**src/rtl/branch_pkg.sv**
```systemverilog
// Shared encodings and types for the branch resolve unit: condition codes,
// 2-bit BHT counter states, the Z/N/C flag triple and condition evaluation.
package branch_pkg;

    localparam logic [2:0] COND_EQ     = 3'd0;
    localparam logic [2:0] COND_NE     = 3'd1;
    localparam logic [2:0] COND_CS     = 3'd2;
    localparam logic [2:0] COND_CC     = 3'd3;
    localparam logic [2:0] COND_MI     = 3'd4;
    localparam logic [2:0] COND_PL     = 3'd5;
    localparam logic [2:0] COND_ALWAYS = 3'd6;
    localparam logic [2:0] COND_NEVER  = 3'd7;

    localparam logic [1:0] CTR_SNT   = 2'd0;
    localparam logic [1:0] CTR_WNT   = 2'd1;
    localparam logic [1:0] CTR_WT    = 2'd2;
    localparam logic [1:0] CTR_ST    = 2'd3;
    localparam logic [1:0] CTR_RESET = CTR_WNT;

    typedef struct packed {
        logic z;
        logic n;
        logic c;
    } flags_t;

    function automatic logic eval_cond(input logic [2:0] cond, input flags_t f);
        logic r;
        case (cond)
            COND_EQ:     r = f.z;
            COND_NE:     r = !f.z;
            COND_CS:     r = f.c;
            COND_CC:     r = !f.c;
            COND_MI:     r = f.n;
            COND_PL:     r = !f.n;
            COND_ALWAYS: r = 1'b1;
            default:     r = 1'b0;
        endcase
        return r;
    endfunction

endpackage

```
**src/rtl/bht_2bit.sv**
```systemverilog
// Branch history table of 2-bit saturating counters: one combinational read
// port for fetch lookup and one write port that applies a taken/not-taken step.
module bht_2bit
    import branch_pkg::*;
#(
    parameter int IDX_W = 4
) (
    input  logic             clk,
    input  logic             rst,
    input  logic [IDX_W-1:0] rd_idx,
    output logic             rd_taken,
    input  logic             wr_en,
    input  logic [IDX_W-1:0] wr_idx,
    input  logic             wr_taken
);

    localparam int DEPTH = 2 ** IDX_W;

    logic [1:0] ctr_q [DEPTH];
    logic [1:0] cur_ctr;
    logic [1:0] nxt_ctr;

    always_comb begin
        cur_ctr = ctr_q[wr_idx];
        nxt_ctr = cur_ctr;
        if (wr_taken) begin
            if (cur_ctr != CTR_ST) nxt_ctr = cur_ctr + 2'd1;
        end else begin
            if (cur_ctr != CTR_SNT) nxt_ctr = cur_ctr - 2'd1;
        end
    end

    always_ff @(posedge clk or posedge rst) begin
        if (rst) begin
            for (int i = 0; i < DEPTH; i++) ctr_q[i] <= CTR_RESET;
        end else if (wr_en) begin
            ctr_q[wr_idx] <= nxt_ctr;
        end
    end

    // Reads the pre-edge state: an update in flight is not forwarded.
    assign rd_taken = ctr_q[rd_idx][1];

endmodule

```
**src/rtl/branch_resolve_unit.sv**
```systemverilog
// Resolves decode-stage conditional branches against per-accumulator flags,
// trains the BHT used by fetch and counts mispredicts.
module branch_resolve_unit
    import branch_pkg::*;
#(
    parameter int NUM_ACC   = 2,
    parameter int ACC_SEL_W = 3,
    parameter int PC_W      = 16,
    parameter int BHT_IDX_W = 4,
    parameter int CNT_W     = 16
) (
    input  logic                 clk,
    input  logic                 rst,
    input  logic [NUM_ACC-1:0]   flag_we,
    input  logic [NUM_ACC-1:0]   flag_z_in,
    input  logic [NUM_ACC-1:0]   flag_n_in,
    input  logic [NUM_ACC-1:0]   flag_c_in,
    input  logic                 br_valid,
    input  logic [2:0]           br_cond,
    input  logic [ACC_SEL_W-1:0] br_acc,
    input  logic [PC_W-1:0]      br_pc,
    input  logic                 br_pred_taken,
    input  logic                 flush,
    input  logic [PC_W-1:0]      lk_pc,
    output logic                 lk_taken,
    output logic                 res_valid,
    output logic                 res_taken,
    output logic                 res_mispredict,
    output logic [PC_W-1:0]      res_pc,
    output logic                 res_illegal,
    input  logic                 cnt_clr,
    output logic [CNT_W-1:0]     mispredict_cnt
);

    localparam logic [CNT_W-1:0] CNT_MAX = '1;

    flags_t flag_q [NUM_ACC];
    flags_t eff_flags;
    logic   acc_legal;
    logic   accept;
    logic   taken;
    logic   mispredict;

    always_ff @(posedge clk or posedge rst) begin
        if (rst) begin
            for (int i = 0; i < NUM_ACC; i++) flag_q[i] <= '0;
        end else begin
            for (int i = 0; i < NUM_ACC; i++) begin
                if (flag_we[i]) flag_q[i] <= {flag_z_in[i], flag_n_in[i], flag_c_in[i]};
            end
        end
    end

    // Extra top bit keeps the compare correct when NUM_ACC == 2**ACC_SEL_W.
    assign acc_legal = {1'b0, br_acc} < (ACC_SEL_W + 1)'(NUM_ACC);

    always_comb begin
        eff_flags = '0;
        for (int i = 0; i < NUM_ACC; i++) begin
            if (acc_legal && br_acc == ACC_SEL_W'(i)) begin
                eff_flags = flag_we[i] ? {flag_z_in[i], flag_n_in[i], flag_c_in[i]} : flag_q[i];
            end
        end
    end

    assign accept     = br_valid && !flush;
    assign taken      = acc_legal && eval_cond(br_cond, eff_flags);
    assign mispredict = taken != br_pred_taken;

    // res_valid is a single-cycle pulse with no ready: the consumer must take
    // the result in the cycle it is presented; res_taken/res_pc then hold.
    always_ff @(posedge clk or posedge rst) begin
        if (rst) begin
            res_valid      <= 1'b0;
            res_taken      <= 1'b0;
            res_mispredict <= 1'b0;
            res_pc         <= '0;
            res_illegal    <= 1'b0;
        end else begin
            res_valid      <= accept;
            res_mispredict <= accept && mispredict;
            res_illegal    <= accept && !acc_legal;
            if (accept) begin
                res_taken <= taken;
                res_pc    <= br_pc;
            end
        end
    end

    always_ff @(posedge clk or posedge rst) begin
        if (rst) begin
            mispredict_cnt <= '0;
        end else if (cnt_clr) begin
            mispredict_cnt <= '0;
        end else if (accept && mispredict && mispredict_cnt != CNT_MAX) begin
            mispredict_cnt <= mispredict_cnt + 1'b1;
        end
    end

    logic unused_pc_hi;
    assign unused_pc_hi = ^{lk_pc[PC_W-1:BHT_IDX_W], br_pc[PC_W-1:BHT_IDX_W]};

    bht_2bit #(
        .IDX_W(BHT_IDX_W)
    ) u_bht (
        .clk     (clk),
        .rst     (rst),
        .rd_idx  (lk_pc[BHT_IDX_W-1:0]),
        .rd_taken(lk_taken),
        .wr_en   (accept && acc_legal),
        .wr_idx  (br_pc[BHT_IDX_W-1:0]),
        .wr_taken(taken)
    );

endmodule

```
**config.mk**
```make
export PLATFORM = sky130hd
export DESIGN_NAME = branch_resolve_unit
export DESIGN_NICKNAME = d
export VERILOG_FILES = /design/src/rtl/branch_pkg.sv /design/src/rtl/bht_2bit.sv /design/src/rtl/branch_resolve_unit.sv
export SDC_FILE = /design/constraint.sdc
export NUM_CORES = 1
export LEC_CHECK = 0
export ABC_AREA = 1
export CORE_ASPECT_RATIO = 0.6
export CORE_MARGIN = 2
export CORE_UTILIZATION = 25
export DETAILED_ROUTE_END_ITERATION = 6
export PLACE_DENSITY = 0.56
export SYNTH_ARGS = -nofsm -noshare
export SYNTH_HDL_FRONTEND = slang
export SYNTH_SLANG_ARGS = --single-unit
```
**constraint.sdc**
```tcl
create_clock -name clk -period 6.25 [get_ports clk]
set_input_delay 0.9375 -clock clk [delete_from_list [all_inputs] [get_ports clk]]
set_output_delay 0.9375 -clock clk [all_outputs]
set_load 0.01 [all_outputs]
```
==> out/metrics.yaml <==
cellPowerDensity_nw_per_um2: 251.3
drive_above_1_share: 0.07190
critPathKind: "in2out"
dp_slack_ps: 2200
timing.final.crit_share: 0.6447
layout_common_cells: "nand2_1 (177), clkdlybuf4s50_1 (76), nor2_1 (69)"
antennaDiodeCount: 0
antenna_found_initial: 0
path_clk_slew_ps: 50
via_count: 3714
drc: 0
ys_ff_latch: 74
die_h_microns: 100.9
crit_path_end_kind: "output pin"
period_minus_slack_ps: 4029
p_int_mw: 0.9581
crit_family: "buffers and inverters"
die_w_microns: 165.5
crit_fanout: 16
irDropWorstVdd_uv: 119.1
drv_slew: 0
final_common_cell: "nand2_1"
cts_setup_buffers: 0
cts_buffers: 9
place.gp.congestion: 0.9083
cap_violations: 0
grt_pass1_wl_microns: 18600
fin_ws_ps: 2221
p_sw_frac: 0.2641
cts_tree: "done"
synth.avg_cell_area_sq_um: 7.396
p_leak_nw: 2.380
vias_per_cell: 4.557
globalRouteOverflowTotal: 0
io_pins: 89
cts_resized: 0
tns_ps: 0
reg2reg_from: "mispredict_cnt[0]"
holdWs_ps: 466.9
cts_sinks: 74
fillers: 1651
clock-skew-final_ps: 6.114
coreArea_sq_um: 15330
start_kind: "primary input"
io_buffers: 76
crit_buf_inv: 2
syn_nets: 582
crit_start: "lk_pc[0]"
p_comb_frac: 0.167
clk-insertion-delay-late_ps: 330
slew_headroom: 0.3637
rsz0062_at_grt: "false"
hp-class: "reg2reg"
crit_top_cell: "clkdlybuf4s50_1"
rows: 35
dieArea_sq_um: 16700
finalPower_mw: 1.302
clkPwrFrac: 0.402
fin_nets: 660
slowest_stage: "clkdlybuf4s50_1"
grt_usage: 0.1449
synthCells: 529
worst_ep_required_time_ps: 5310
finalHoldViolations: 0
status: "completed"
drt-total-wl_microns: 11450
grt_pass1_vias: 3568
timing.critical_path.arrival_ps: 3090
min_from: "flag_q[1]"
seq_power_share: 0.431
slowest_delay_ps: 850
tightestPinTransition_ps: 954.4
clk_path_buf_depth: 2
cts_hold_buffers: 0
synth_cell_types: 32
p_switching_mw: 0.3438
grt_max_degree: 75
h-tree-depth: 3
fmax_ghz: 0.2482
area_growth_pct: 32.40
yosys_warnings: 0
final_util: 0.3380
drt-wirelength-per-cell_microns: 14.05
dpl.hpwl_microns: 8390
critical_path.cell_chain: "clkdlybuf4s50_1, o21ai_0, a21oi_1, nor2_1, o31ai_1, clkdlybuf4s50_1"
ant_nets: 0
initial_core_util: 0.2553
drt_iter0_drc: 292
cts_root_buf: "clkbuf_16"
dr.pass1.iters: 5
ys_seq_area_frac: 0.4784
setup_viol: 0
syn-cell-area_sq_um: 3913
-- final cells by class --
type | count | area, sq um | area share
Tap cell | 203 | 254.0 | 0.04903
Timing Repair Buffer | 77 | 768.2 | 0.1483
Inverter | 59 | 221.5 | 0.04275
Clock inverter | 2 | 35.03 | 0.006763
Sequential cell | 74 | 1872 | 0.3614
Multi-Input combinational cell | 386 | 1765 | 0.3408
Clock buffer | 14 | 264.0 | 0.05097
-- flip-flops by register name (all words and copies together), names as in the netlist --
signal and count:
res_taken 1, flag_q 6, res_mispredict 1, res_valid 1, mispredict_cnt 16, res_illegal 1, res_pc 16, u_bht.ctr_q 32
-- worst paths after layout --
path,end,slack (ps),depth (start not counted)
setup / recovery,lk_taken,2220,6
hold / removal,flag_q[1],470,2
setup reg to reg,mispredict_cnt[1],4010,10
hold reg to reg,flag_q[1],470,2
max in group asynchronous,flag_q[1],4410,3
min in group asynchronous,res_pc[6],1220,3
-- per-layer routing --
layer	global-route usage	vias to the layer above	wire (microns)
li1	-	1837	-
met1	0.2199	1734	5782
met2	0.2024	135	4592
met3	0.03579	8	956
met4	0.03780	0	123
met5	0	-	0
-- synthesized netlist by cell type --
master    instances  area share
nand3_1          36       0.046
o211ai_1          2      0.0038
o21ai_0          34       0.043
nor2_1           69       0.066
clkinv_1          1     0.00096
buf_2             1      0.0013
inv_1            55       0.053
o22ai_1           3      0.0048
nand4_1           1      0.0016
nand4_2           1      0.0032
inv_2             3      0.0029
a21oi_1          15       0.019
xnor2_1           4      0.0090
o21ai_1           9       0.012
nor4_1            2      0.0032
a22oi_1           8       0.015
nor2_2            3      0.0048
o31ai_1           1      0.0019
xor2_1            8       0.018
clkbuf_1          7      0.0067
nand4_4           1      0.0054
dfrtp_1          58        0.37
ha_1              1      0.0032
nand2_4           1      0.0029
o21ai_4           1      0.0042
buf_6             2      0.0058
nor3_1            4      0.0051
dfstp_2          16        0.11
nor3b_1           1      0.0019
o21bai_1          1      0.0019
nand2_1         177        0.17
nand2_2           3      0.0048
-- tightest hold or removal path: cells and delay by family, from the launching register on --
family / cells / cell delay, ps
flops: 1 / 320
simple gates: 2 / 120
-- cell families after synthesis --
group,after synthesis,share of synthesized area
and+or+nand+nor,299,0.3150
AOI/OAI and AO/OA,74,0.1062
xor gates and xnor gates,12,0.02686
adders and majority gates,1,0.003197
DFF,74,0.4784
buffers and inverters,69,0.07035
-- per-stage QoR --
| step | std cells | instance area [sq um] |
|---|---|---|
| 6_report | 815 | 5180 |
| 3_5_place_dp | 799 | 4881 |
| 3_3_place_gp | 799 | 4881 |
| 2_1_floorplan | 529 | 3913 |
| 5_1_grt | 815 | 5180 |
| 4_1_cts | 815 | 5180 |
-- power groups by stage --
| stage | Sequential (mW) | Clock (mW) | Combinational (mW) |
|---|---|---|---|
| 2_1_floorplan | 0.571 | 0 | 0.109 |
| 3_3_place_gp | 0.567 | 0 | 0.214 |
| 3_5_place_dp | 0.569 | 0 | 0.218 |
| 4_1_cts | 0.562 | 0.540 | 0.218 |
| 5_1_grt | 0.568 | 0.560 | 0.243 |
| 6_report | 0.562 | 0.523 | 0.217 |
(Power assumes the default switching activity.)
